## src/rtl/noc_switch_allocator.sv

```systemverilog
// 5-port wormhole switch allocator: per-output IDLE/LOCKED FSM with a round-robin
// pointer, packet lock held from head allocation until the tail flit is acked.
module noc_switch_allocator (
  input  logic        clk,
  input  logic        rst,
  input  logic [4:0]  req_valid_i,
  input  logic [14:0] req_dest_i,
  input  logic [4:0]  req_tail_i,
  input  logic [4:0]  out_ready_i,
  output logic [24:0] grant_o,
  output logic [4:0]  in_ack_o,
  output logic [4:0]  out_busy_o,
  output logic        err_o
);

  // state   | meaning
  // IDLE    | output free, arbitrates among requesting inputs
  // LOCKED  | output owned by r_owner until its tail flit is acked
  typedef enum logic {ST_IDLE, ST_LOCKED} state_t;

  state_t     r_state [5];
  state_t     w_state_nxt [5];
  logic [2:0] r_owner [5];
  logic [2:0] w_owner_nxt [5];
  logic [2:0] r_ptr [5];
  logic [2:0] w_ptr_nxt [5];
  logic       r_err;
  logic       w_err_nxt;

  logic [2:0] w_dest [5];
  logic [4:0] w_req [5];
  logic [4:0] w_in_locked;
  logic [4:0] w_illegal;
  logic [4:0] w_ack;

  function automatic logic [2:0] rr_pick(input logic [4:0] req, input logic [2:0] ptr);
    logic [3:0] s;
    logic [2:0] pick;
    pick = ptr;
    // Walk the scan order backwards so the candidate closest to ptr wins.
    for (int k = 4; k >= 0; k--) begin
      s = {1'b0, ptr} + 4'(k);
      if (s >= 4'd5) s = s - 4'd5;
      if (req[s[2:0]]) pick = s[2:0];
    end
    return pick;
  endfunction

  always_comb begin
    w_in_locked = '0;
    for (int o = 0; o < 5; o++) begin
      if (r_state[o] == ST_LOCKED) w_in_locked[r_owner[o]] = 1'b1;
    end
  end

  always_comb begin
    w_illegal = '0;
    for (int o = 0; o < 5; o++) w_req[o] = '0;
    for (int i = 0; i < 5; i++) begin
      w_dest[i] = req_dest_i[3*i +: 3];
      if (req_valid_i[i] && !w_in_locked[i]) begin
        if (w_dest[i] > 3'd4 || w_dest[i] == 3'(i)) w_illegal[i] = 1'b1;
        else w_req[w_dest[i]][i] = 1'b1;
      end
    end
  end

  always_comb begin
    w_ack = '0;
    for (int o = 0; o < 5; o++) begin
      w_state_nxt[o] = r_state[o];
      w_owner_nxt[o] = r_owner[o];
      w_ptr_nxt[o]   = r_ptr[o];
      case (r_state[o])
        ST_IDLE: begin
          if (|w_req[o]) begin
            w_state_nxt[o] = ST_LOCKED;
            w_owner_nxt[o] = rr_pick(w_req[o], r_ptr[o]);
          end
        end
        ST_LOCKED: begin
          if (req_valid_i[r_owner[o]] && out_ready_i[o]) begin
            w_ack[r_owner[o]] = 1'b1;
            if (req_tail_i[r_owner[o]]) begin
              w_state_nxt[o] = ST_IDLE;
              w_ptr_nxt[o]   = (r_owner[o] == 3'd4) ? 3'd0 : r_owner[o] + 3'd1;
            end
          end
        end
        default: w_state_nxt[o] = ST_IDLE;
      endcase
    end
    w_err_nxt = r_err | (|w_illegal);
  end

  always_ff @(posedge clk) begin
    if (rst) begin
      for (int o = 0; o < 5; o++) begin
        r_state[o] <= ST_IDLE;
        r_owner[o] <= '0;
        r_ptr[o]   <= '0;
      end
      r_err <= 1'b0;
    end else begin
      for (int o = 0; o < 5; o++) begin
        r_state[o] <= w_state_nxt[o];
        r_owner[o] <= w_owner_nxt[o];
        r_ptr[o]   <= w_ptr_nxt[o];
      end
      r_err <= w_err_nxt;
    end
  end

  // Outputs are masked while rst is high so nothing leaks during the reset cycle.
  always_comb begin
    grant_o    = '0;
    out_busy_o = '0;
    for (int o = 0; o < 5; o++) begin
      if (r_state[o] == ST_LOCKED && !rst) begin
        grant_o[5*o +: 5] = 5'b00001 << r_owner[o];
        out_busy_o[o]     = 1'b1;
      end
    end
    in_ack_o = rst ? 5'b0 : w_ack;
    err_o    = r_err & ~rst;
  end

endmodule

```

## config.mk

```make
export PLATFORM = sky130hd
export DESIGN_NAME = noc_switch_allocator
export DESIGN_NICKNAME = d
export VERILOG_FILES = /design/src/rtl/noc_switch_allocator.sv
export SDC_FILE = /design/constraint.sdc
export NUM_CORES = 1
export LEC_CHECK = 0
export ABC_AREA = 1
export CORE_ASPECT_RATIO = 1.75
export CORE_UTILIZATION = 54
export DETAILED_ROUTE_END_ITERATION = 8
export PLACE_DENSITY = 0.79
export SLEW_MARGIN = 10
export SYNTH_ARGS = -nofsm -noshare
export SYNTH_HDL_FRONTEND = slang
export SYNTH_SLANG_ARGS = --single-unit
```

## constraint.sdc

```tcl
create_clock -name clk -period 2.9 [get_ports clk]
set_clock_uncertainty 0.1 [all_clocks]
set_input_delay 0.58 -clock clk [delete_from_list [all_inputs] [get_ports clk]]
set_output_delay 0.58 -clock clk [all_outputs]
set_load 0.01 [all_outputs]
```

==> results of run 1 <==
[state kept, by name (all words and copies together), names as in the netlist]
name and count:
r_owner 15, r_ptr 15, r_state 5, r_err 1
[layer usage]
metal  vias up  share of wire (%)
li1       4429                  -
met1      3922                 38
met2       269                 52
met3        94                3.8
met4         0                5.8
met5         -                  0
[cells in the final DEF, fill, tap and decap left out, types with 5 or more instances in the layout]
cell type,count
xor2_1,21
nor2_4,5
ha_1,67
dfxtp_1,28
xnor2_1,6
xor2_2,5
nand4_1,38
buf_4,112
nor2_1,134
inv_1,183
nand2_2,12
dlygate4sd2_1,5
nand3_2,5
dfxtp_2,8
o21ai_1,33
a21oi_1,74
o21a_1,5
clkbuf_16,5
nand3_1,101
nor3_1,9
o21ai_2,5
a21oi_2,5
clkdlybuf4s50_1,53
nor2_2,13
o21ai_0,55
nand2_1,334
inv_2,29
o22ai_1,11
o211ai_1,11
[cells by family after synthesis]
family | after synthesis | synth area share (%)
XOR/XNOR | 32 | 3.97
AND/OR/NAND/NOR | 668 | 41.2
flip-flops | 36 | 10.2
adder cells (fa/ha/maj) | 73 | 13.5
buffers and inverters | 234 | 12.8
AO/OA/AOI/OAI | 223 | 18.3
[power by group]
part / switching (mW) / total (mW) / leakage, nW / internal [mW]
clock network: 0.229 / 0.634 / 0.0808 / 0.405
registers: 0.0526 / 0.580 / 0.297 / 0.527
logic: 0.725 / 1.19 / 4.28 / 0.469
total: 1.01 / 2.41 / 4.65 / 1.40
[repair_timing]
item / CTS / global route
pin swaps: 3 / 7
setup buffers: 1 / 8
setup endpoints to repair: 5 / 29
resized for setup: 27 / 55
hold buffers: 0 / 0
[metrics by stage]
stage | cells | worst slack (ns) | hold slack (ns) | TNS, ns | instance area [um^2]
4_1_cts | 1593 | 0.0142 | 0.425 | 0 | 8790
3_3_place_gp | 1584 | -0.509 | 0.414 | -2.42 | 8620
5_1_grt | 1601 | -0.0254 | 0.456 | -0.0978 | 8970
6_report | 1601 | 0.0707 | 0.425 | 0 | 8970
3_5_place_dp | 1584 | -0.531 | 0.416 | -2.61 | 8620
2_1_floorplan | 1266 | 0.172 | 0.401 | 0 | 7060
[worst max-delay path by stage]
stage	start	end	slack, ns	cells after the start
detailed placement	req_valid_i[2]	in_ack_o[3]	-0.53	11
global route	r_ptr[0][1]	r_owner[0][0]	-0.03	17
CTS	rst	grant_o[3]	0.01	6
floorplan	r_ptr[0][9]	r_owner[0][10]	0.17	21
finish	rst	grant_o[2]	0.07	6
global placement	req_valid_i[3]	in_ack_o[3]	-0.51	11
[critical path, cell delays in order]
cell and delay [ns]:
clkdlybuf4s50_1 0.44, buf_12 0.17, nor2_1 0.17, inv_2 0.09
nor2_1 0.13, clkdlybuf4s50_1 0.55
[layout make-up]
cell class	count	area (um^2)
clock buffer	6	129
timing repair buffer	180	1520
multi-input combinational	996	5550
sequential	36	731
clock inverter	2	35.0
tap	168	210
fill	1190	3660
inverter	213	800
==> results by group, run 1 <==
Die
  – Die X: 88.4 um
  – Core Area: 0.0126 mm^2
  – Starting Density: 55.9%
  – Die area: 0.0135 mm^2
  – FP Rows: 54
  – # IOs: 68
  – Die Y: 153 um

Power
  – Peak VDD IR: 0.000288 V
  – Tot Pwr: 2.41 mW
  – Pwr dens: 268 mW/mm^2
  – Leak pwr: 4.65 nW

Route
  – Routed len/inst: 15.1 um
  – Drt drc: 0
  – Pre-antenna DRT Iters: 6
  – Drt total wl: 24,100 um
  – DRT antenna net count: 0
  – Vias per inst: 5.44
  – DR iter-0 viols: 540
  – Via count: 8,714

Hold path
  – Hold wc startpoint: r_owner[0][13]
  – Worst hold path class: reg -> reg
  – Hold path cells: 2
  – WHS Endpoint: r_owner[0][13]

Final layout
  – Final nets: 1,537
  – ANT cells: 0
  – Area growth syn-to-layout: 27.1%
  – Layout Utilization: 71.0%
  – Layout cells sized above 1: 15.8%

Logic synthesis
  – Ranking of synthesized cells by area: nand2_1, ha_1, dfxtp_1, inv_1, nor2_1
  – Top post-synthesis cells by count: nand2_1, inv_1, nor2_1
  – Avg Synthesized Cell Area: 5.57 um^2
  – Most frequent cell after synthesis: nand2_1
  – Synth top area share: 18.0%
  – Net Count, Synth: 1,371
  – Mapped Cells: 1,266
  – Cell taking the most area after synthesis: nand2_1
  – Dominant register cell in the synthesized netlist: dfxtp_1
  – Yosys reg bits: 36
  – Ys async rst share: 0%
  – Ys Warns: 0
  – Netlist Area Pre-Place: 0.00706 mm^2
  – Sequential area share after synthesis: 10.2%
  – Number of flops mapped to enable cells by yosys: 0
  – Post-synth cell types: 53

Clock network
  – Worst-path clk slew: 0.06 ns
  – CTS root buffer: clkbuf_16
  – Total clock sinks: 36
  – Total CTS buffers: 5
  – CTS tree: done
  – Max clock buf depth: 2
  – # H-tree levels: 2
  – Later-pin clock latency in the skew report: 0.29 ns

Timing
  – Tightest Pin Transition: 0.499 ns
  – Fin. Hold Viols: 0
  – Relative slew slack: 66.7%
  – Final period util: 97.6%
  – Slew Viols, Final: 0
  – Setup violators final: 0
  – Min cycle time layout: 2.83 ns
  – Max Clock Freq: 353 MHz

Global route
  – GRT busiest layer: met2
  – Largest net degree at the start of global routing: 16
  – Routing usage on met1: 37.0%
  – Initial antenna violation count: 0
  – Met3 usage: 3.89%
  – GRT overflow: 0
  – First-pass GRT wire length: 38,200 um
  – Met2 track demand over resource: 67.1%
  – Vias in the first global route: 8,213
  – Gr usage total: 35.7%

Worst setup path
  – R2R setup slack: 0.15 ns
  – Worst flop-to-flop path endpoint: r_owner[0][10]
  – WP data arrival: 2.15 ns
  – Crit-path max FO: 15
  – R2R cell count: 19
  – RR Startpoint: r_ptr[0][9]
  – Worst EP required: 2.22 ns
  – Startpoint Class: input pin
  – Worst setup EP type: primary output
  – Critical path class: in -> out

Outcome
  – Status: completed

Place
  – Placer Congestion: 1.00
  – Port Buffers: 67
  – Dpl hpwl: 19,500 um

Job
  – Max Cap Violations: 0
No activity file was read; power rests on OpenSTA's default activity.
==> inputs of run 2 (changes only) <==
- CELL_PAD_IN_SITES_DETAIL_PLACEMENT: not set -> 0
- CELL_PAD_IN_SITES_GLOBAL_PLACEMENT: not set -> 1
- CORE_ASPECT_RATIO: 1.75 -> 0.9
- CORE_UTILIZATION: 54 -> 37
- PLACE_DENSITY: 0.79 -> not set
- PLACE_DENSITY_LB_ADDON: not set -> 0.1
==> results by group, run 2 (synthesized netlist as in run 1, its figures left out) <==
Clock network
  – Max clock buf depth: 2
  – Later-pin clock latency in the skew report: 0.29 ns
  – Worst-path clk slew: 0.06 ns
  – Total CTS buffers: 5
  – # H-tree levels: 2
  – CTS root buffer: clkbuf_16
  – CTS tree: done
  – Total clock sinks: 36

Die
  – Die Y: 133 um
  – # IOs: 68
  – FP Rows: 47
  – Core Area: 0.0185 mm^2
  – Die area: 0.0196 mm^2
  – Die X: 148 um
  – Starting Density: 38.1%

Worst setup path
  – Startpoint Class: input pin
  – WP data arrival: 2.15 ns
  – Worst EP required: 2.22 ns
  – Crit-path max FO: 2
  – CP Launch Point: req_valid_i[3]
  – Worst setup EP type: primary output
  – RR Startpoint: r_ptr[0][3]
  – Critical path class: in -> out

Final layout
  – Layout cells sized above 1: 15.9%
  – Most common cell after layout, fill and taps aside: nand2_1
  – Most frequent cells in the layout: nand2_1, inv_1, nor2_1
  – Final nets: 1,550
  – Area growth syn-to-layout: 29.4%
  – Regs by FF count: r_owner: 15 flops, r_ptr: 15 flops, r_state: 5 flops
  – ANT cells: 0

Timing
  – Min cycle time layout: 2.83 ns
  – RSZ-0062 raised after global routing: true
  – Fin Setup TNS: 0 ns
  – Fin. Hold Viols: 0
  – Setup violators final: 0
  – Tightest Pin Transition: 0.485 ns
  – WHS: 0.405 ns
  – Final period util: 97.4%
  – Relative slew slack: 67.6%
  – Slew Viols, Final: 0
  – Max Clock Freq: 354 MHz

Global route
  – First-pass GRT wire length: 39,200 um
  – Gr usage total: 24.9%
  – Vias in the first global route: 7,761
  – Initial antenna violation count: 1
  – GRT overflow: 0
  – Largest net degree at the start of global routing: 15

Power
  – Leak pwr: 4.85 nW
  – Pwr dens: 258 mW/mm^2
  – Peak VDD IR: 0.000201 V

Route
  – DR iter-0 viols: 454
  – Vias per inst: 4.99
  – Drt total wl: 24,200 um
  – Routed len/inst: 14.3 um
  – Via count: 8,429
  – Drt drc: 0
  – DRT antenna net count: 0
  – Pre-antenna DRT Iters: 5

Place
  – Port Buffers: 67
  – Placer Congestion: 0.980
  – Dpl hpwl: 20,200 um

Outcome
  – Status: completed

Job
  – Max Cap Violations: 0

Hold path
  – Worst hold path class: reg -> reg
  – Hold wc startpoint: r_owner[0][6]
run 2: final timing paths:
| kind | cells after the start | slack, ns | endpoint |
|---|---|---|---|
| max | 11 | 0.07 | in_ack_o[2] |
| min | 2 | 0.41 | r_owner[0][6] |
| max reg2reg | 17 | 0.26 | r_owner[0][4] |
| min reg2reg | 2 | 0.41 | r_owner[0][6] |
run 2: final cells by class:
| cell class | count | area [um^2] |
|---|---|---|
| fill | 2040 | 9390 |
| sequential | 36 | 731 |
| inverter | 213 | 800 |
| clock buffer | 7 | 153 |
| timing repair buffer | 193 | 1640 |
| tap | 245 | 307 |
| multi-input combinational | 996 | 5510 |
run 2: critical path, cell delays in order:
cell and delay, ns:
dlygate4sd2_1 0.27, inv_2 0.07, a21oi_1 0.06, o21ai_1 0.10, a41oi_2 0.13, buf_4 0.16, buf_4 0.12, nand2_1 0.05
o21ai_0 0.07, o31a_1 0.25, dlygate4sd2_1 0.29
run 2: report_power, final:
| part | total (mW) | internal (mW) | switching (mW) | leakage [nW] |
|---|---|---|---|---|
| logic | 1.19 | 0.477 | 0.712 | 4.48 |
| clock network | 0.591 | 0.361 | 0.230 | 0.0760 |
| registers | 0.579 | 0.528 | 0.0513 | 0.297 |
run 2: per-stage QoR:
stage / util [%] / cells / setup slack (ns) / area (um^2) / power [mW]
CTS: 48.7 / 1689 / -0.0284 / 9030 / 2.35
finish: 49.3 / 1690 / 0.0740 / 9130 / 2.36
global route: 49.3 / 1690 / -0.0286 / 9130 / 2.54
detailed placement: 47.8 / 1678 / -0.463 / 8850 / 1.75
global placement: 47.8 / 1678 / -0.491 / 8850 / 1.75
floorplan: - / 1266 / 0.172 / 7060 / 1.30
run 2: metal layers:
layer / part of all wire, % / GRT usage (%)
met1: 49 / 34.7
met2: 46 / 41.0
met3: 4.0 / 2.90
met4: 1.3 / 5.10
met5: 0.054 / 0
run 2: repair_timing:
action / in CTS / in global routing
setup buffers: 4 / 1
pin swaps: 3 / 6
resized for setup: 23 / 49
endpoints found under the hold margin: 0 / 0
hold buffers: 0 / 0
endpoints found under the setup margin: 10 / 37
